--- src/rtl/divisor_multiciclo_if.sv ---
// Operand/result bundle between the control unit and the multicycle divider.
// DivSigned exists only when DIVISOR_DIVU_EN is defined.
interface divisor_multiciclo_if #(
  parameter int WIDTH = 32
) ();
  logic             DivCtrl;
  logic [WIDTH-1:0] A;
  logic [WIDTH-1:0] B;
  logic [WIDTH-1:0] HI;
  logic [WIDTH-1:0] LO;
  logic             DivDone;
  logic             DivZero;
  logic             DivBusy;
`ifdef DIVISOR_DIVU_EN
  logic             DivSigned;

  modport master (
    output DivCtrl, A, B, DivSigned,
    input  HI, LO, DivDone, DivZero, DivBusy
  );
  modport slave (
    input  DivCtrl, A, B, DivSigned,
    output HI, LO, DivDone, DivZero, DivBusy
  );
`else
  modport master (
    output DivCtrl, A, B,
    input  HI, LO, DivDone, DivZero, DivBusy
  );
  modport slave (
    input  DivCtrl, A, B,
    output HI, LO, DivDone, DivZero, DivBusy
  );
`endif
endinterface

--- src/rtl/divisor_multiciclo.sv ---
// Restoring shift-subtract divider, one quotient bit per cycle (DIV, HI/LO).
// Optional macro DIVISOR_DIVU_EN adds DivSigned to select unsigned DIVU.
module divisor_multiciclo #(
  parameter int WIDTH = 32
) (
  input logic                 clk,
  input logic                 reset,
  divisor_multiciclo_if.slave bus
);

  localparam int CW = $clog2(WIDTH);

  typedef enum logic [2:0] {
    IDLE,
    CALC,
    FIX,
    DONE,
    ZERO
  } state_t;

  state_t           state_q, state_d;
  logic [CW-1:0]    cnt_q, cnt_d;
  logic [WIDTH-1:0] r_q, r_d;
  logic [WIDTH-1:0] q_q, q_d;
  logic [WIDTH-1:0] b_q, b_d;
  logic             sa_q, sa_d;
  logic             sb_q, sb_d;
  logic [WIDTH-1:0] hi_q, hi_d;
  logic [WIDTH-1:0] lo_q, lo_d;

  logic             sgn_in;
  logic             a_neg;
  logic             b_neg;
  logic [WIDTH-1:0] mag_a;
  logic [WIDTH-1:0] mag_b;
  logic [WIDTH:0]   r_sh;

`ifdef DIVISOR_DIVU_EN
  assign sgn_in = bus.DivSigned;
`else
  assign sgn_in = 1'b1;
`endif

  assign a_neg = sgn_in & bus.A[WIDTH-1];
  assign b_neg = sgn_in & bus.B[WIDTH-1];
  assign mag_a = a_neg ? -bus.A : bus.A;
  assign mag_b = b_neg ? -bus.B : bus.B;

  // Partial remainder is one bit wider only for the shift/compare.
  assign r_sh = {r_q, q_q[WIDTH-1]};

  always_comb begin
    state_d = state_q;
    cnt_d   = cnt_q;
    r_d     = r_q;
    q_d     = q_q;
    b_d     = b_q;
    sa_d    = sa_q;
    sb_d    = sb_q;
    hi_d    = hi_q;
    lo_d    = lo_q;
    unique case (state_q)
      IDLE: begin
        if (bus.DivCtrl) begin
          state_d = (bus.B == '0) ? ZERO : CALC;
          cnt_d   = '0;
          r_d     = '0;
          q_d     = mag_a;
          b_d     = mag_b;
          sa_d    = a_neg;
          sb_d    = b_neg;
        end
      end
      CALC: begin
        if (r_sh >= {1'b0, b_q}) begin
          r_d = WIDTH'(r_sh - {1'b0, b_q});
          q_d = {q_q[WIDTH-2:0], 1'b1};
        end else begin
          r_d = r_sh[WIDTH-1:0];
          q_d = {q_q[WIDTH-2:0], 1'b0};
        end
        cnt_d = cnt_q + CW'(1);
        if (cnt_q == CW'(WIDTH - 1)) begin
          state_d = FIX;
        end
      end
      FIX: begin
        lo_d    = (sa_q ^ sb_q) ? -q_q : q_q;
        hi_d    = sa_q ? -r_q : r_q;
        state_d = DONE;
      end
      DONE:    state_d = IDLE;
      ZERO:    state_d = IDLE;
      default: state_d = IDLE;
    endcase
  end

  always_ff @(posedge clk) begin
    if (reset) begin
      state_q <= IDLE;
      cnt_q   <= '0;
      r_q     <= '0;
      q_q     <= '0;
      b_q     <= '0;
      sa_q    <= 1'b0;
      sb_q    <= 1'b0;
      hi_q    <= '0;
      lo_q    <= '0;
    end else begin
      state_q <= state_d;
      cnt_q   <= cnt_d;
      r_q     <= r_d;
      q_q     <= q_d;
      b_q     <= b_d;
      sa_q    <= sa_d;
      sb_q    <= sb_d;
      hi_q    <= hi_d;
      lo_q    <= lo_d;
    end
  end

  assign bus.HI      = hi_q;
  assign bus.LO      = lo_q;
  assign bus.DivDone = (state_q == DONE);
  assign bus.DivZero = (state_q == ZERO);
  assign bus.DivBusy = (state_q == CALC) || (state_q == FIX);

endmodule

--- src/flat_wrapper.sv ---
// flat-port wrapper written by rule: the top's interface ports become plain ports
module divisor_multiciclo_flat 
#(
  parameter int WIDTH = 32
)
  (clk, reset, bus_DivCtrl, bus_A, bus_B, bus_HI, bus_LO, bus_DivDone, bus_DivZero, bus_DivBusy);
  divisor_multiciclo_if #(.WIDTH(WIDTH)) bus_i ();
  input logic clk;
  input logic reset;
  input wire logic [$bits(bus_i.DivCtrl)-1:0] bus_DivCtrl;
  input wire logic [$bits(bus_i.A)-1:0] bus_A;
  input wire logic [$bits(bus_i.B)-1:0] bus_B;
  output wire logic [$bits(bus_i.HI)-1:0] bus_HI;
  output wire logic [$bits(bus_i.LO)-1:0] bus_LO;
  output wire logic [$bits(bus_i.DivDone)-1:0] bus_DivDone;
  output wire logic [$bits(bus_i.DivZero)-1:0] bus_DivZero;
  output wire logic [$bits(bus_i.DivBusy)-1:0] bus_DivBusy;
  assign bus_i.DivCtrl = bus_DivCtrl;
  assign bus_i.A = bus_A;
  assign bus_i.B = bus_B;
  assign bus_HI = bus_i.HI;
  assign bus_LO = bus_i.LO;
  assign bus_DivDone = bus_i.DivDone;
  assign bus_DivZero = bus_i.DivZero;
  assign bus_DivBusy = bus_i.DivBusy;
  divisor_multiciclo #(.WIDTH(WIDTH)) u_core (.clk(clk), .reset(reset), .bus(bus_i));
endmodule
--- config.mk ---
export PLATFORM = sky130hd
export DESIGN_NAME = divisor_multiciclo_flat
export DESIGN_NICKNAME = d
export VERILOG_FILES = /design/src/rtl/divisor_multiciclo_if.sv /design/src/rtl/divisor_multiciclo.sv /design/src/flat_wrapper.sv
export SDC_FILE = /design/constraint.sdc
export NUM_CORES = 1
export LEC_CHECK = 0
export CORE_ASPECT_RATIO = 0.6
export CORE_MARGIN = 1
export CORE_UTILIZATION = 55
export CTS_CLUSTER_SIZE = 25
export DETAILED_ROUTE_END_ITERATION = 10
export MAX_ROUTING_LAYER = met4
export PLACE_DENSITY = 0.82
export SYNTH_ARGS = -nofsm -noshare
export SYNTH_HDL_FRONTEND = slang
export SYNTH_SLANG_ARGS = --single-unit
--- constraint.sdc ---
create_clock -name clk -period 7.75 [get_ports clk]
set_input_delay 1.1625 -clock clk [delete_from_list [all_inputs] [get_ports clk]]
set_output_delay 1.1625 -clock clk [all_outputs]
set_load 0.03 [all_outputs]
==> impl_metrics.json <==
{
  "layout-drive-gt1-share_pct": 4.76,
  "synth_xor_area_share_pct": 11.1,
  "power.total_uw": 4850,
  "peakVddDrop_v": 0.000424,
  "clockBufferDepth": 2,
  "row_count": 39,
  "yosysWarnings": 0,
  "final_cell_mix": "170 x dfxtp_1, 153 x nor2_1, 132 x clkdlybuf4s50_1",
  "seqCellArea_mm2": 0.00340,
  "antenna_left": 0,
  "slew_viol_final": 0,
  "grt_pass1_vias": 8835,
  "die_area_mm2": 0.0200,
  "syn_to_final_growth_pct": 18.9,
  "seq_area_frac_synth_pct": 31.9,
  "max_freq_ghz": 0.282,
  "ys_types": 64,
  "setup_ws_ns": 4.20,
  "dpl.hpwl_um": 22700,
  "muxShareOfSynthArea_pct": 2.25,
  "cp_data_arrival_time_ns": 3.85,
  "crit_path_end_kind": "flop",
  "synthesis.area_mm2": 0.0107,
  "core_mm2": 0.0190,
  "via_per_inst": 6.17,
  "grt_util_all_layers_pct": 31.6,
  "fin_crit_ns": 3.55,
  "die_w_um": 182,
  "nets": 1542,
  "routabilityCongestion": 0.977,
  "hold-worst-slack_ns": 0.463,
  "die_h_um": 110,
  "post_cts_resized": 0,
  "place_inst": 1663,
  "synth.avg_cell_area_um2": 7.85,
  "post_drt_wl_per_cell_um": 18.0,
  "ys_ff_latch": 170,
  "antenna_found_initial": 0,
  "path_class": "reg2reg",
  "cts_setup_buffers": 0,
  "slew_headroom_pct": 16.3,
  "final.setup.tns_ns": 0,
  "status": "completed",
  "place_worst_setup_slack_ns": 3.79,
  "synth_edf_count": 0,
  "crit_required_ns": 8.05,
  "cts_tree": "built",
  "worst_pin_slew_ns": 1.25,
  "first_iter_violations": 1232,
  "crit_path_max_fanout": 41,
  "io_buffers": 133,
  "path_clk_slew_ns": 0.07,
  "powerDensity_mw_per_mm2": 382,
  "fillerInstances": 1590,
  "clkSinkCount": 170,
  "finalNonFillerCells": 1695,
  "synth_compound_area_share_pct": 25.6,
  "final_common_cell": "dfxtp_1",
  "overflow": 0,
  "diodes": 0,
  "io_pins": 134,
  "p_leak_uw": 0.00473,
  "synth_nets": 1465,
  "htreeDepth": 4,
  "wl_um": 30500,
  "synth.area.top_cells": "dfxtp_1 32%, a211oi_1 6.2%, xor2_1 6.0%",
  "post-route-drc-count": 0,
  "min_path_type": "reg2reg",
  "synth-simple-area-share_pct": 19.7,
  "synth_top_family_by_area": "compound AO/OA/AOI/OAI gates",
  "drt_pass1_iterations": 6,
  "startpoint_type": "flop",
  "cts-root-buf": "clkbuf_16",
  "vias": 10455,
  "synth_top_cell_by_area": "dfxtp_1",
  "min_period_over_period_pct": 45.8,
  "drv_cap": 0,
  "clk_latency_ns": 0.44,
  "synth_adder_area_share_pct": 4.65,
  "yosys_most_used_dff": "dfxtp_1",
  "rsz0062_at_grt": "no",
  "cts_buffers": 17,
  "grt_pass1_wl_um": 48000,
  "grt_max_degree": 116,
  "hold_viol_final": 0,
  "async_flop_share_pct": 0,
  "start_util_pct": 56.2,
  "multiInputGateArea_mm2": 0.00679,
  "finalSetupViolations": 0,
  "synth_top_area_share_pct": 31.9,
  "syn_inst": 1359,
  "fin_skew_ns": 0.0109,
  "cts_hold_buffers": 0
}
==> area by class of cell <==
type	count	area share, %
clock inverters	15	1.25
multi-input cells	1052	53.6
inverters	54	1.60
flip-flops and latches	170	26.9
well taps	246	2.43
clock buffers	17	3.36
repair buffers	141	11.0
==> sequential cells by signal, summed over array words and instances (netlist names) <==
register        flops
u_core.b_q         32
u_core.bus.HI      32
u_core.bus.LO      32
u_core.cnt_q        5
u_core.q_q         32
u_core.r_q         32
u_core.sa_q         1
u_core.sb_q         1
u_core.state_q      3
==> path summary, 6_finish.rpt <==
check,start,endpoint,slack [ns],cells after the start
max,u_core.r_q[19],u_core.r_q[31],4.20,10
min,u_core.bus.HI[0],u_core.bus.HI[0],0.46,2
max reg2reg,u_core.r_q[19],u_core.r_q[31],4.20,10
min reg2reg,u_core.bus.HI[0],u_core.bus.HI[0],0.46,2
==> where the power goes <==
group          switching, uW  internal [uW]  leakage [uW]
registers                214            972       0.00138
logic                   1630           1180       0.00306
clock network            395            456      0.000281
total                   2240           2600       0.00473
==> synth_stat cells (all sizes together), types with 5 or more instances <==
| cell type | n |
|---|---|
| o21ai | 82 |
| a211oi | 88 |
| a21boi | 6 |
| nand2 | 127 |
| nor3 | 27 |
| nor2b | 9 |
| clkbuf | 75 |
| dfxtp | 170 |
| a22oi | 32 |
| or4 | 13 |
| nor4 | 15 |
| xor2 | 73 |
| a32oi | 11 |
| o22ai | 6 |
| a311oi | 7 |
| o21bai | 5 |
| o21a | 5 |
| nand2b | 15 |
| mux2i | 24 |
| or3 | 19 |
| a21oi | 81 |
| ha | 38 |
| o31ai | 29 |
| buf | 8 |
| o41ai | 16 |
| a21o | 10 |
| nand3 | 23 |
| or2 | 8 |
| xnor2 | 62 |
| nor2 | 155 |
| nand4 | 12 |
| inv | 54 |
==> metrics by stage <==
stage | area (um2) | util [%]
3_3_place_gp | 12100 | 63.7
5_1_grt | 12700 | 66.8
4_1_cts | 12700 | 66.8
3_5_place_dp | 12100 | 63.7
6_report | 12700 | 66.8
2_1_floorplan | 10700 | -
==> per-layer routing <==
layer | track usage [%] | up-vias | routed length [um]
met4 | 6.84 | 0 | 212
met1 | 50.1 | 4800 | 14900
li1 | - | 5091 | -
met3 | 5.27 | 24 | 3830
met5 | - | - | 0
met2 | 40.0 | 540 | 11500
==> kinds of logic after synthesis <==
logic type / Yosys count
XOR/XNOR: 135
buffers and inverters: 137
adder cells (fa/ha/maj): 39
multiplexers: 24
flip-flops: 170
AO/OA/AOI/OAI: 407
AND/OR/NAND/NOR: 447
==> critical path, cell delays in order, from the launching register on <==
cell and delay (ns):
dfxtp_1 0.59, ha_1 0.38, a21oi_1 0.35, nor2_1 0.10
a211oi_1 0.29, o221ai_1 0.15, a211o_1 0.36, a21oi_4 0.12
buf_4 0.50, nand2b_1 0.40, o21ai_0 0.17
Power figures use the tool's default switching activity.
